==> src/rtl/jtag_arbiter.sv <==
// Two-requester round-robin arbiter in front of a JTAG engine: it loads the engine's
// instruction/data FIFOs for one command, starts the engine, and reports done/err.
module jtag_arbiter #(
    parameter int unsigned DATA_INSTRUCTION = 6,
    parameter int unsigned DATA_FIFO        = 8,
    parameter int unsigned FIFO_DEPTH       = 16,
    parameter int unsigned TIMEOUT          = 1000
) (
    input  logic                            clk,
    input  logic                            rst,
    input  logic [1:0]                      req,
    input  logic [2*DATA_INSTRUCTION-1:0]   req_instr,
    input  logic [15:0]                     req_len,
    input  logic [2*DATA_FIFO-1:0]          req_data,
    input  logic [1:0]                      req_data_valid,
    output logic [1:0]                      req_data_ready,
    output logic [1:0]                      grant,
    output logic [1:0]                      done,
    output logic                            err,
    output logic [DATA_INSTRUCTION-1:0]     wdata_instruction,
    output logic                            wr_instruction,
    input  logic                            full_instruction,
    output logic [DATA_FIFO-1:0]            wdata_data,
    output logic                            wr_data,
    input  logic                            full_data,
    output logic                            op,
    output logic [7:0]                      len,
    input  logic                            busy,
    input  logic                            end_op,
    output logic                            conf_op
);

    localparam logic [2:0] IDLE   = 3'd0;
    localparam logic [2:0] LOAD_I = 3'd1;
    localparam logic [2:0] LOAD_D = 3'd2;
    localparam logic [2:0] START  = 3'd3;
    localparam logic [2:0] WAIT   = 3'd4;
    localparam logic [2:0] ACK    = 3'd5;

    localparam int WD_W = ($clog2(TIMEOUT) < 1) ? 1 : $clog2(TIMEOUT);

    logic [2:0]                  state;
    logic [1:0]                  grant_q;
    logic                        ptr;
    logic [DATA_INSTRUCTION-1:0] instr_q;
    logic [7:0]                  len_q;
    logic [7:0]                  cnt;
    logic [WD_W-1:0]             wd;
    logic                        err_q;

    logic                        g;
    logic                        cand;
    logic [DATA_INSTRUCTION-1:0] cand_instr;
    logic [7:0]                  cand_len;
    logic                        g_valid;
    logic [DATA_FIFO-1:0]        g_data;

    // Pointer names the favoured requester; fall back to the other one if it is idle.
    assign cand       = req[ptr] ? ptr : ~ptr;
    assign cand_instr = cand ? req_instr[2*DATA_INSTRUCTION-1:DATA_INSTRUCTION]
                             : req_instr[DATA_INSTRUCTION-1:0];
    assign cand_len   = cand ? req_len[15:8] : req_len[7:0];

    assign g       = grant_q[1];
    assign g_valid = g ? req_data_valid[1] : req_data_valid[0];
    assign g_data  = g ? req_data[2*DATA_FIFO-1:DATA_FIFO] : req_data[DATA_FIFO-1:0];
    assign grant   = grant_q;

    always_comb begin
        req_data_ready    = '0;
        wdata_instruction = '0;
        wr_instruction    = 1'b0;
        wdata_data        = '0;
        wr_data           = 1'b0;
        op                = 1'b0;
        len               = '0;
        conf_op           = 1'b0;
        done              = '0;
        err               = 1'b0;
        case (state)
            LOAD_I: begin
                wdata_instruction = instr_q;
                wr_instruction    = !full_instruction;
            end
            LOAD_D: begin
                wdata_data        = g_data;
                req_data_ready[g] = !full_data;
                wr_data           = g_valid && !full_data;
            end
            START: begin
                op  = 1'b1;
                len = len_q;
            end
            WAIT: len = len_q;
            ACK: begin
                done    = grant_q;
                err     = err_q;
                conf_op = !err_q;
            end
            default: ;
        endcase
    end

    always_ff @(posedge clk or posedge rst) begin
        if (rst) begin
            state   <= IDLE;
            grant_q <= '0;
            ptr     <= 1'b0;
            instr_q <= '0;
            len_q   <= '0;
            cnt     <= '0;
            wd      <= '0;
            err_q   <= 1'b0;
        end else begin
            case (state)
                IDLE: begin
                    if (req != 2'b00 && !busy) begin
                        grant_q <= cand ? 2'b10 : 2'b01;
                        instr_q <= cand_instr;
                        len_q   <= cand_len;
                        cnt     <= '0;
                        if (32'(cand_len) > FIFO_DEPTH) begin
                            err_q <= 1'b1;
                            state <= ACK;
                        end else begin
                            err_q <= 1'b0;
                            state <= LOAD_I;
                        end
                    end
                end
                LOAD_I: begin
                    if (!full_instruction)
                        state <= (len_q != 8'd0) ? LOAD_D : START;
                end
                LOAD_D: begin
                    if (wr_data) begin
                        cnt <= cnt + 8'd1;
                        if (cnt == len_q - 8'd1)
                            state <= START;
                    end
                end
                START: begin
                    wd    <= '0;
                    state <= WAIT;
                end
                WAIT: begin
                    // end_op is tested first so it wins over a coincident timeout.
                    if (end_op) begin
                        err_q <= 1'b0;
                        state <= ACK;
                    end else if (wd == WD_W'(TIMEOUT - 1)) begin
                        err_q <= 1'b1;
                        state <= ACK;
                    end else begin
                        wd <= wd + WD_W'(1);
                    end
                end
                ACK: begin
                    ptr     <= ~g;
                    grant_q <= '0;
                    state   <= IDLE;
                end
                default: state <= IDLE;
            endcase
        end
    end

endmodule

==> config.mk <==
export PLATFORM = sky130hd
export DESIGN_NAME = jtag_arbiter
export DESIGN_NICKNAME = d
export VERILOG_FILES = /design/src/rtl/jtag_arbiter.sv
export SDC_FILE = /design/constraint.sdc
export NUM_CORES = 1
export LEC_CHECK = 0
export ABC_CLOCK_PERIOD_IN_PS = 2300
export CORE_MARGIN = 2
export CORE_UTILIZATION = 56
export DETAILED_ROUTE_END_ITERATION = 16
export DONT_BUFFER_PORTS = 1
export GPL_ROUTABILITY_DRIVEN = 0
export PLACE_DENSITY = 0.71
export SLEW_MARGIN = 20
export SYNTH_ARGS = -nofsm -noshare
export SYNTH_HDL_FRONTEND = slang
export SYNTH_SLANG_ARGS = --single-unit
==> constraint.sdc <==
create_clock -name clk -period 2.3 [get_ports clk]
set_input_delay 0.46 -clock clk [delete_from_list [all_inputs] [get_ports clk]]
set_output_delay 0.46 -clock clk [all_outputs]
set_load 0.02 [all_outputs]
After elaboration in Yosys (flattened, before gate mapping)
Index checks and enable logic that the tools add are counted.
Word-level totals
  register bits: 39
  bits of input ports: 54
  word-level logic and storage cells: 95
Cells by class
  add/subtract/negate cells: 3
  order comparisons: 4
  equality and inequality tests: 14
  mux-type cells: 42
  bitwise operators: 3
  reductions and logical operators: 21
Operators with widths (count)
  2-to-1 mux 8 bit: 6
  2-to-1 mux 3 bit: 7
  2-to-1 mux 10 bit: 2
  case mux 10 bit (2 select lines): 1
  case mux 8 bit (2 select lines): 1
  2-to-1 mux 1 bit: 15
  case mux 3 bit (5 select lines): 1
  2-to-1 mux 6 bit: 2
  inequality test 2 bit (second input constant): 6
  adder 10 x 1 -> 10 bit (second input constant): 1
  equality test 10 bit (second input constant): 1
  nonzero test 2 bit: 5
  AND reduction 3 bit: 3
  adder 8 x 1 -> 8 bit (second input constant): 1
  equality test 8 bit: 1
  > comparator 8 x 5 -> 1 bit (second input constant): 1
  2-to-1 mux 2 bit: 4
  nonzero test 8 bit: 1
  subtractor 8 x 1 -> 8 bit (second input constant): 1
  equality test 3 x 2 -> 1 bit (second input constant): 2
  equality test 3 bit (second input constant): 2
  AND reduction 5 bit: 1
  logical NOT 1 bit: 4
  < comparator 1 x 2 -> 1 bit (second input constant): 2
  other kinds (12): 16

Depth between registers and ports, before layout
  depth after elaboration: 8
  gate-level depth with buffers: 7
  depth with buffers taken out: 6

Worst setup path before layout
OpenSTA, ideal clock, no wires.
  path kind: register to output
  start: register state[2]
  end: output req_data_ready[1]
  arrival: 1.688 ns
  slack: 0.152 ns
  stages on the path, launching flop included: 5
  path buffers: 2
  cell sequence: dfrtp_1 -> or3b_1 -> buf_6 -> clkbuf_1 -> nor3b_1
Between the ends
  cells in the longest elaborated chain, start to end: 2
Ends and longest elaborated chain
  from (decl): RTL line 42  | logic [2:0] state;
  from (signal assigned): RTL line 133  | state <= (len_q != 8'd0) ? LOAD_D : START;
  equality test 3 x 2 -> 1 bit: RTL line 80  | case (state)
  2-to-1 mux 2 bit: RTL line 80
  to (decl): RTL line 16  | output logic [1:0] req_data_ready,
No other way between the ends.

Worst setup path in the final report
  start: register state[2]
  end: output wdata_data[5]
Between the ends
  cells in the longest elaborated chain, start to end: 2
Ends and longest elaborated chain
  equality test 3 x 2 -> 1 bit: RTL line 80
  2-to-1 mux 8 bit: RTL line 80
  to (decl): RTL line 23  | output logic [DATA_FIFO-1:0] wdata_data,
No other way between the ends.

==> results_dict.tcl <==
set metrics [dict create \
    syn_nets 341 \
    worstSetupEndpointType "output pin" \
    cts_resized 0 \
    criticalPathCategory "flip-flop to output pin" \
    grtUsageTotal_pct 22.4 \
    viasPerCell 5.93 \
    worst_slew_pin_slew_ns 0.469 \
    leakagePower_nw 1.31 \
    top_layer_used "met4" \
    firstDrtPassIters 4 \
    critPathRequiredTime_ns 1.84 \
    cts.reportedPaths.clkPinSlew_ns 0.08 \
    fin_worst_skew_ns 0.00727 \
    drtIter0Drc 177 \
    ys_warn_count 0 \
    async_flop_share_pct 100 \
    fin_crit_ns 2.22 \
    cts_tree "done" \
    critPathBufInv 1 \
    grt_pass1_vias 1979 \
    vias 2093 \
    wl_per_cell_microns 15.5 \
    final_common_cell "nor2_1" \
    die-area_sq_mm 0.00514 \
    synth_flop_cell "dfrtp_1" \
    cts_sinks 39 \
    synthCells 284 \
    htree_levels 2 \
    worstPathCellList "or3b_4 -> buf_4 -> nor2_1" \
    floorplan.initialDensity_pct 58.5 \
    ys_types 54 \
    wl_met1_microns 2560 \
    cts_buffer_depth 2 \
    cap_violations 0 \
    synth_edf_count 0 \
    clockRootBuffer "clkbuf_8" \
    antenna_found_initial 0 \
    critPathTopFamily "simple AND/OR/NAND/NOR gates" \
    hp-class "primary input to asynchronous set/reset pin" \
    fmaxAchievable_mhz 450 \
    synth_area_sq_mm 0.00256 \
    syn_to_final_growth_pct 11.7 \
    ir_worst_vdd_uv 685 \
    synth_seq_area_share_pct 38.0 \
    die_x_microns 71.7 \
    met2WireLength_microns 2570 \
    final_util_pct 65.4 \
    rsz0062_at_grt "no" \
    hold_viol 0 \
    crit_slowest_cell "or3b_4" \
    core_sq_mm 0.00438 \
    setup_violations 0 \
    nNetsFinal 357 \
    slew_violations 0 \
    crit_fanout 11 \
    ant_nets 0 \
    cts_made_buffers 5 \
    totalWireLength_microns 5490 \
    powerDensity_mw_per_mm2 1190 \
    startpoint_type "flip-flop" \
    route.detailed.drc 0 \
    cts_hold_buf 0 \
    grt_start_max_net_pins 34 \
    drive_gt1_share_pct 15.3 \
    port_buffers 0 \
    chipHeight_microns 71.7 \
    syn_area_per_cell_sq_um 9.03 \
    clk_latency_ns 0.29 \
    period_share_pct 96.5 \
    grt_overflow 0 \
    slew_headroom_pct 67.9 \
    dp_hpwl_microns 4200 \
    mostFrequentLayoutCells "nor2_1 (52), dfrtp_1 (39), mux2i_1 (26)" \
    post_cts_buffers 0 \
    timing.hold.ws_ns 0.0793 \
    num_rows 24 \
    outcome "complete, no violations" \
    antenna_cells 0 \
    crit_arrival_ns 1.76 \
    wl_met3_microns 296 \
    grt_first_pass_wirelength_microns 9050 \
    slowest_delay_ns 0.51 \
    pin_count 87 \
    synth_seq_cells 39 \
]
-- metal layers --
layer / vias to the layer above / global-route usage [%]
met5: - / 0
li1: 1027 / -
met2: 62 / 35.0
met3: 6 / 5.34
met4: 0 / 6.92
met1: 998 / 31.0
-- path summary, 6_finish.rpt --
check                                  from       endpoint  slack, ns  cells after the start
max                                state[2]  wdata_data[5]       0.08                      3
min                                     rst          wd[7]       0.08                      2
max reg2reg                           wd[0]          err_q       0.40                      6
min reg2reg                      instr_q[4]     instr_q[4]       0.53                      2
max in group asynchronous               rst     instr_q[2]       1.95                      2
min in group clk           full_instruction       state[1]       0.36                      2
-- registers in the layout (all words and copies together), names as in the netlist --
signal,cells
cnt,8
err_q,1
grant,2
instr_q,6
len_q,8
ptr,1
state,3
wd,10
-- synth_stat cells (5+ instances only) --
library cell / n / area, sq um
nor2b_1: 10 / 62.6
dfrtp_1: 39 / 976
mux2i_1: 26 / 260
nor3_1: 6 / 30.0
nor2_1: 52 / 195
nand4_1: 7 / 43.8
clkbuf_1: 6 / 22.5
and3_1: 13 / 81.3
nand2_1: 13 / 48.8
o21ai_1: 7 / 35.0
inv_1: 5 / 18.8
and2_1: 5 / 31.3
xor2_1: 16 / 140
xnor2_1: 6 / 52.6
a21oi_1: 18 / 90.1
-- through the flow --
stage	power [W]	instances	setup WS, ns	area [sq um]	TNS [ns]
floorplan	0.00240	284	0.152	2560	0
global placement	0.00280	345	0.281	2740	0
detailed placement	0.00282	345	0.264	2740	0
CTS	0.00343	353	-0.0587	2860	-0.330
global route	0.00368	353	0.00342	2870	0
finish	0.00342	353	0.0797	2870	0
-- logic make-up after synthesis --
group / after synthesis / synth area share (%)
simple gates: 126 / 26.1
compound gates: 45 / 11.6
flops: 39 / 38.0
mux: 28 / 11.1
xor+xnor: 22 / 7.51
buf+inv: 21 / 4.19
fa+ha+maj: 3 / 1.46
-- power breakdown --
part	internal, W	switching, W
clock	0.000351	0.000243
combinational	0.000723	0.000951
sequential	0.000896	0.000260
total	0.00197	0.00145
-- final cells by class --
type                            count  area, sq um
Clock buffer                        6         82.6
Clock inverter                      2         35.0
Fill cell                         358         1520
Inverter                            6         22.5
Multi-Input combinational cell    224         1490
Sequential cell                    39          976
Tap cell                           52         65.1
Timing Repair Buffer               24          193
Note: power is estimated with default switching activity, not from simulation.
